### src/rtl/me_pkg.sv
// Shared types and width helpers for the block-matching motion-estimator sequencer.
package me_pkg;

    // Sequencer phases: wait for start, stream candidates, flush PEs, report completion.
    typedef enum logic [1:0] {
        IDLE  = 2'd0,
        SWEEP = 2'd1,
        DRAIN = 2'd2,
        DONE  = 2'd3
    } me_state_e;

    // Default geometry: 16x16 block searched over 16 vertical offsets.
    localparam int ME_DEF_N  = 16;
    localparam int ME_DEF_NV = 16;

    // Ceiling log2 for elaboration-time width computation; clog2(1) = 0.
    function automatic int clog2(input int value);
        int res;
        int rem;
        res = 0;
        rem = value - 1;
        while (rem > 0) begin
            res = res + 1;
            rem = rem >> 1;
        end
        return res;
    endfunction

    // Search-memory address width: window pitch 2N times N+NV-1 rows.
    function automatic int search_addr_w(input int n, input int nv);
        return clog2(2 * n * (n + nv - 1));
    endfunction

endpackage

### src/rtl/me_step_counter.sv
// Enabled up-counter with synchronous clear that wraps at LAST and flags the terminal value.
// The next-count value is exported so the owner can register outputs with no extra latency.
module me_step_counter
    import me_pkg::*;
#(
    parameter int W    = 4,
    parameter int LAST = 15
) (
    input  logic         clk,
    input  logic         rst,
    input  logic         clr,
    input  logic         inc,
    output logic [W-1:0] count_next,
    output logic         tc
);

    localparam logic [W-1:0] LAST_V = W'(LAST);

    logic [W-1:0] count_r;

    // Next count: clear has priority, then wrap or increment, otherwise hold.
    always_comb begin
        count_next = count_r;
        if (clr) begin
            count_next = W'(0);
        end else if (inc) begin
            if (count_r == LAST_V) begin
                count_next = W'(0);
            end else begin
                count_next = count_r + W'(1);
            end
        end else begin
            count_next = count_r;
        end
    end

    // Counter register with synchronous reset.
    always_ff @(posedge clk) begin
        if (rst) begin
            count_r <= W'(0);
        end else begin
            count_r <= count_next;
        end
    end

    assign tc = (count_r == LAST_V);

endmodule

### src/rtl/me_ctrl_param.sv
// Full-search block-matching sequencer: streams an N x N reference block against NV
// vertical offsets of the search window, one horizontal offset per PE, then drains
// the PE results. Outputs are registered from the next state/count so they line up
// with the step they describe.
module me_ctrl_param
    import me_pkg::*;
#(
    parameter int N          = ME_DEF_N,
    parameter int NV         = ME_DEF_NV,
    parameter int SIGNED_VEC = 0
) (
    input  logic                              clk,
    input  logic                              rst,
    input  logic                              start,
    input  logic                              en,
    output logic                              busy,
    output logic                              done,
    output logic                              comp_start,
    output logic [N-1:0]                      new_dist,
    output logic [N-1:0]                      pe_ready,
    output logic [N-1:0]                      s1s2_mux,
    output logic [clog2(N):0]                 vector_x,
    output logic [clog2(N):0]                 vector_y,
    output logic [2*clog2(N)-1:0]             addr_r,
    output logic [search_addr_w(N, NV)-1:0]   addr_s1,
    output logic [search_addr_w(N, NV)-1:0]   addr_s2
);

    localparam int LN    = clog2(N);
    localparam int LNV   = clog2(NV);
    localparam int SW    = 2 * N;
    localparam int AWR   = 2 * LN;
    localparam int AWS   = search_addr_w(N, NV);
    localparam int VW    = LN + 1;
    localparam int TW    = 2 * LN + LNV;
    localparam int TLAST = NV * N * N - 1;

    // Offsets that centre the candidate tags when signed vectors are requested.
    localparam logic [VW-1:0] XOFF  = (SIGNED_VEC != 0) ? VW'(N / 2) : VW'(0);
    localparam logic [VW-1:0] YOFF  = (SIGNED_VEC != 0) ? VW'(NV / 2) : VW'(0);
    localparam logic [VW-1:0] YLAST = VW'(NV - 1);

    me_state_e        state_r;
    me_state_e        state_next_s;

    logic [TW-1:0]    t_next_s;
    logic             t_tc_s;
    logic             t_clr_s;
    logic             t_inc_s;
    logic [LN-1:0]    d_next_s;
    logic             d_tc_s;
    logic             d_clr_s;
    logic             d_inc_s;

    logic [LN-1:0]    c_s;
    logic [LN-1:0]    r_s;
    logic [VW-1:0]    v_s;
    logic [AWS-1:0]   sweep_s1_s;

    logic [N-1:0]     new_dist_s;
    logic [N-1:0]     pe_ready_s;
    logic [N-1:0]     s1s2_mux_s;
    logic [VW-1:0]    vector_x_s;
    logic [VW-1:0]    vector_y_s;
    logic [AWR-1:0]   addr_r_s;
    logic [AWS-1:0]   addr_s1_s;
    logic [AWS-1:0]   addr_s2_s;

    // t only runs in SWEEP and d only in DRAIN; both sit at zero elsewhere.
    assign t_clr_s = (state_r != SWEEP);
    assign t_inc_s = (state_r == SWEEP) && en;
    assign d_clr_s = (state_r != DRAIN);
    assign d_inc_s = (state_r == DRAIN) && en;

    me_step_counter #(
        .W    (TW),
        .LAST (TLAST)
    ) u_t_cnt (
        .clk        (clk),
        .rst        (rst),
        .clr        (t_clr_s),
        .inc        (t_inc_s),
        .count_next (t_next_s),
        .tc         (t_tc_s)
    );

    me_step_counter #(
        .W    (LN),
        .LAST (N - 1)
    ) u_d_cnt (
        .clk        (clk),
        .rst        (rst),
        .clr        (d_clr_s),
        .inc        (d_inc_s),
        .count_next (d_next_s),
        .tc         (d_tc_s)
    );

    // Step decode: column, row and vertical offset are plain bit fields of t.
    assign c_s        = t_next_s[LN-1:0];
    assign r_s        = t_next_s[2*LN-1:LN];
    assign v_s        = VW'(t_next_s >> (2 * LN));
    assign sweep_s1_s = (AWS'(v_s) + AWS'(r_s)) * AWS'(SW) + AWS'(c_s);

    // Phase sequencing; start is only looked at in IDLE and en gates every advance.
    always_comb begin
        state_next_s = state_r;
        case (state_r)
            IDLE: begin
                if (start) begin
                    state_next_s = SWEEP;
                end else begin
                    state_next_s = IDLE;
                end
            end
            SWEEP: begin
                if (en && t_tc_s) begin
                    state_next_s = DRAIN;
                end else begin
                    state_next_s = SWEEP;
                end
            end
            DRAIN: begin
                if (en && d_tc_s) begin
                    state_next_s = DONE;
                end else begin
                    state_next_s = DRAIN;
                end
            end
            DONE: begin
                state_next_s = IDLE;
            end
            default: begin
                state_next_s = IDLE;
            end
        endcase
    end

    // Output decode for the upcoming cycle; DRAIN keeps the last sweep addresses.
    always_comb begin
        new_dist_s = {N{1'b0}};
        pe_ready_s = {N{1'b0}};
        s1s2_mux_s = {N{1'b0}};
        vector_x_s = VW'(0);
        vector_y_s = VW'(0);
        addr_r_s   = AWR'(0);
        addr_s1_s  = AWS'(0);
        addr_s2_s  = AWS'(0);
        case (state_next_s)
            SWEEP: begin
                addr_r_s  = {r_s, c_s};
                addr_s1_s = sweep_s1_s;
                addr_s2_s = sweep_s1_s + AWS'(N);
                for (int i = 0; i < N; i++) begin
                    s1s2_mux_s[i] = (int'(c_s) >= i);
                    new_dist_s[i] = (r_s == LN'(0)) && (int'(c_s) == i);
                end
                pe_ready_s = (v_s != VW'(0)) ? new_dist_s : {N{1'b0}};
                vector_x_s = VW'(c_s) - XOFF;
                vector_y_s = v_s - YOFF;
            end
            DRAIN: begin
                addr_r_s   = addr_r;
                addr_s1_s  = addr_s1;
                addr_s2_s  = addr_s2;
                s1s2_mux_s = s1s2_mux;
                vector_x_s = vector_x;
                pe_ready_s = {{(N-1){1'b0}}, 1'b1} << d_next_s;
                vector_y_s = YLAST - YOFF;
            end
            default: begin
                new_dist_s = {N{1'b0}};
            end
        endcase
    end

    // State and output registers; reset clears everything and aborts any search.
    always_ff @(posedge clk) begin
        if (rst) begin
            state_r    <= IDLE;
            busy       <= 1'b0;
            done       <= 1'b0;
            comp_start <= 1'b0;
            new_dist   <= {N{1'b0}};
            pe_ready   <= {N{1'b0}};
            s1s2_mux   <= {N{1'b0}};
            vector_x   <= VW'(0);
            vector_y   <= VW'(0);
            addr_r     <= AWR'(0);
            addr_s1    <= AWS'(0);
            addr_s2    <= AWS'(0);
        end else begin
            state_r    <= state_next_s;
            busy       <= (state_next_s != IDLE);
            done       <= (state_next_s == DONE);
            comp_start <= (state_r == IDLE) && start;
            new_dist   <= new_dist_s;
            pe_ready   <= pe_ready_s;
            s1s2_mux   <= s1s2_mux_s;
            vector_x   <= vector_x_s;
            vector_y   <= vector_y_s;
            addr_r     <= addr_r_s;
            addr_s1    <= addr_s1_s;
            addr_s2    <= addr_s2_s;
        end
    end

endmodule

### config.mk
export PLATFORM = sky130hd
export DESIGN_NAME = me_ctrl_param
export DESIGN_NICKNAME = d
export VERILOG_FILES = /design/src/rtl/me_pkg.sv /design/src/rtl/me_step_counter.sv /design/src/rtl/me_ctrl_param.sv
export SDC_FILE = /design/constraint.sdc
export NUM_CORES = 1
export LEC_CHECK = 0
export ABC_AREA = 1
export BUFFER_PORTS_ARGS = -buffer_cell sky130_fd_sc_hd__buf_2
export CORE_MARGIN = 2
export CORE_UTILIZATION = 54
export CTS_CLUSTER_DIAMETER = 150
export DETAILED_ROUTE_END_ITERATION = 16
export GPL_TIMING_DRIVEN = 0
export PLACE_DENSITY = 0.8
export SYNTH_ARGS = -nofsm -noshare
export SYNTH_HDL_FRONTEND = slang
export SYNTH_SLANG_ARGS = --single-unit
### constraint.sdc
create_clock -name clk -period 3.5 [get_ports clk]
set_input_delay 0.35 -clock clk [delete_from_list [all_inputs] [get_ports clk]]
set_output_delay 0.35 -clock clk [all_outputs]
set_load 0.005 [all_outputs]
==> metrics <==
maximum number of pins on one net before global-route repair=16; Worst Setup End Kind=register; area of the core=a little over 7000 µm²; vias after detailed routing=between 3000 and 4000; overflow left after global routing=0; number of input and output port buffers inserted=between 80 and 90; Final TNS setup=0 ns; Die Wd=approximately 90 µm; Final Max Tran Viols=0; overall routed net length=around 9600 µm; worst-path fanout max=10; met2 routed wirelength=approximately 4500 µm; DR WL met3=649 µm; mean routed wirelength per cell=between 10 and 15 µm; area added between synthesis and finish=18.6%; Clock Sinks=86; total standard cell area after synthesis=~4000 µm²; DIE AREA=~8000 µm²; ys async rst share=0%; crit share post-route=approximately nine tenths; clock tree from TritonCTS=done; number of iterations in the first detailed-routing pass=5; combined global-route utilization of all metal layers=25.1%; number of instances resized during post-cts repair=0; count of placed standard cells in the final layout, fillers left out=706; critical hold path startpoint=start; top area cells in the synthesized netlist=dfxtp_1, nand2_1, nand3_1, nor2_1, a21oi_1; Critical Path RT=3.78 ns; # rows=31; buffer count from post-CTS setup fixing=0; Post-Synthesis Mean Instance Area=around 7.9 µm²; maximum clock frequency=roughly 320 MHz; critical path arrival=3.39 ns; number of top-level pins=93; Hold/Removal Path Class=primary input to register; Yosys cell types=42; commonest non-fill, non-tap cell in the layout=nand2_1; Final Hold Vio Count=0; category of the worst setup path launch point=register; CP startpoint=u_t_cnt.count_r[0]; number of max-cap violations=0; deepest clock path buffer count=2; routed vias/inst=a little over 5; global-route wire length before repair=~15000 µm; # nets final=617; length in cells of the worst reg-to-reg path=14; Hold WS=approximately 0.27 ns; Pwr Total=1710 µW; met1 wire length=~4200 µm; warning count from the yosys run=0; Antenna diodes=0; maximum single-stage delay on the critical path=between 0.4 and 0.5 ns; global placement routability congestion=0.887; DRC violations left=0; cell chosen for the clock root=clkbuf_8; Starting Density=a little under three fifths; worst relative slew slack=between 50 and 60%; PwrDens=365 nW/µm²; startpoint-to-endpoint class of the critical path=register to register; static leakage power=about 0.0023 µW; Synth top area share=~44%; Final HPWL DP=about 7000 µm; latest clock arrival within the worst-skew pair=~0.35 ns; post-cts hold buffer count=0; via count of the first global-routing pass=~3300; end point of the critical path=s1s2_mux[6]; Clock Skew=about 0.0074 ns; terminus of the critical flop-to-flop path=s1s2_mux[6]; fraction of layout instances using a drive strength above 1=between 30 and 40%; min cycle time layout=between 3 and 4 ns; count of flip-flops with a built-in enable after synthesis=0; clock-pin slew of the registers on the worst-case setup and hold paths=0.09 ns; run status=finished, final reports clean; cell breakdown of the critical path=ha_1, nand2_2, nor2_2, nand4_2, nand2_4, inv_4, a21oi_1, nand2_1, inv_1, ha_1, clkbuf_1, clkbuf_1, nand3_1, o211ai_1; antenna-violating nets left=0; maximum VDD drop=roughly 0.19 mV; most frequent cells in the layout=nand2_1, buf_2, dfxtp_1; RSZ-0062 raised after global routing=false; number of antenna violations at the first check in global routing=0; CTS HTree Levels=3; most used flip-flop cell after synthesis=dfxtp_1; Die Span Y=roughly 90 µm; final count of negative-setup-slack endpoints=0; transition time at the pin with the least slew margin=around 0.66 ns; fraction of the yosys area taken by sequential cells=43.6%; R2R Path Start=u_t_cnt.count_r[0]; library cell with the largest summed area after synthesis=dfxtp_1; placed insts=691; count of mapped cells out of synthesis=between 500 and 600; Inserted Clock Buffers=9; R2R Setup Slk=roughly 0.39 ns; number of flip-flops and latches in the synthesized netlist=86; initial DRC count=between 200 and 250; top layer used by detailed routing=met4; Critical Path Slowest Stage Cell=clkbuf_1
==> flip-flops by register name, indices dropped and copies added (netlist names) <==
register / flops
s1s2_mux: 16
busy: 1
pe_ready: 16
addr_r: 8
done: 1
vector_y: 4
u_d_cnt.count_r: 4
state_r: 2
new_dist: 16
addr_s1: 1
u_t_cnt.count_r: 12
comp_start: 1
addr_s2: 4
==> per-stage QoR <==
stage	worst slack [ns]	utilization, %	instance area (µm²)
finish	0.387	65.4	4690
global route	0.193	65.4	4690
floorplan	1.06	-	3960
CTS	0.482	65.4	4690
detailed placement	0.512	63.0	4520
global placement	0.545	63.0	4520
==> metal layers <==
| metal | global-route usage [%] | up-vias |
|---|---|---|
| li1 | - | 1810 |
| met1 | 32.2 | 1682 |
| met2 | 39.9 | 154 |
| met3 | 5.17 | 19 |
| met4 | 12.3 | 0 |
| met5 | 0 | - |
==> where the power goes <==
part	leakage [µW]	total, µW	switching (µW)	internal, µW
Combinational	0.00151	107	78.1	28.8
Clock	0.0000821	614	356	258
Sequential	0.000694	988	4.12	984
Total	0.00228	1710	438	1270
==> worst min-delay path by stage <==
stage / endpoint / slack (ns) / cells after the start
floorplan: s1s2_mux[11] / 0.46 / 2
global placement: s1s2_mux[12] / 0.46 / 2
detailed placement: s1s2_mux[11] / 0.46 / 2
CTS: comp_start / 0.25 / 3
global route: comp_start / 0.28 / 3
finish: comp_start / 0.27 / 3
==> area by class of cell <==
type                            count  area, µm²
Timing Repair Buffer               87        435
Clock buffer                        9        124
Inverter                           55        210
Tap cell                           99        124
Clock inverter                      6       46.3
Fill cell                         637       2490
Multi-Input combinational cell    328       1790
Buffer                             36        238
Sequential cell                    86       1720
==> kinds of logic (layout without fill, tap and decap cells) <==
| family | Yosys count | in the layout | synth area share [%] |
|---|---|---|---|
| simple gates | 259 | 259 | 33.3 |
| xor+xnor | 1 | 1 | 0.222 |
| other cells | 1 | 3 | 0.0949 |
| flops | 86 | 86 | 43.6 |
| compound gates | 55 | 55 | 8.33 |
| fa+ha+maj | 10 | 10 | 3.17 |
| buf+inv | 91 | 193 | 11.3 |
==> cells in the mapped netlist, types with 5 or more instances <==
| library cell | count |
|---|---|
| a21oi_1 | 33 |
| a22oi_1 | 5 |
| buf_4 | 21 |
| clkbuf_1 | 8 |
| dfxtp_1 | 86 |
| ha_1 | 10 |
| inv_1 | 43 |
| inv_2 | 9 |
| nand2_1 | 97 |
| nand2_2 | 9 |
| nand2_4 | 5 |
| nand3_1 | 45 |
| nor2_1 | 56 |
| nor2_2 | 8 |
| nor2_4 | 5 |
| nor3_1 | 6 |
| nor4_1 | 5 |
| nor4_2 | 5 |
==> critical path, delay by kind of cell (launching register included) <==
family / cells / cell delay, ns
adder cells (fa/ha/maj): 2 / 0.53
flip-flops: 1 / 0.39
AO/OA/AOI/OAI: 2 / 0.27
AND/OR/NAND/NOR: 6 / 0.87
buffers and inverters: 4 / 0.99
No activity file was read; power rests on OpenSTA's default activity.
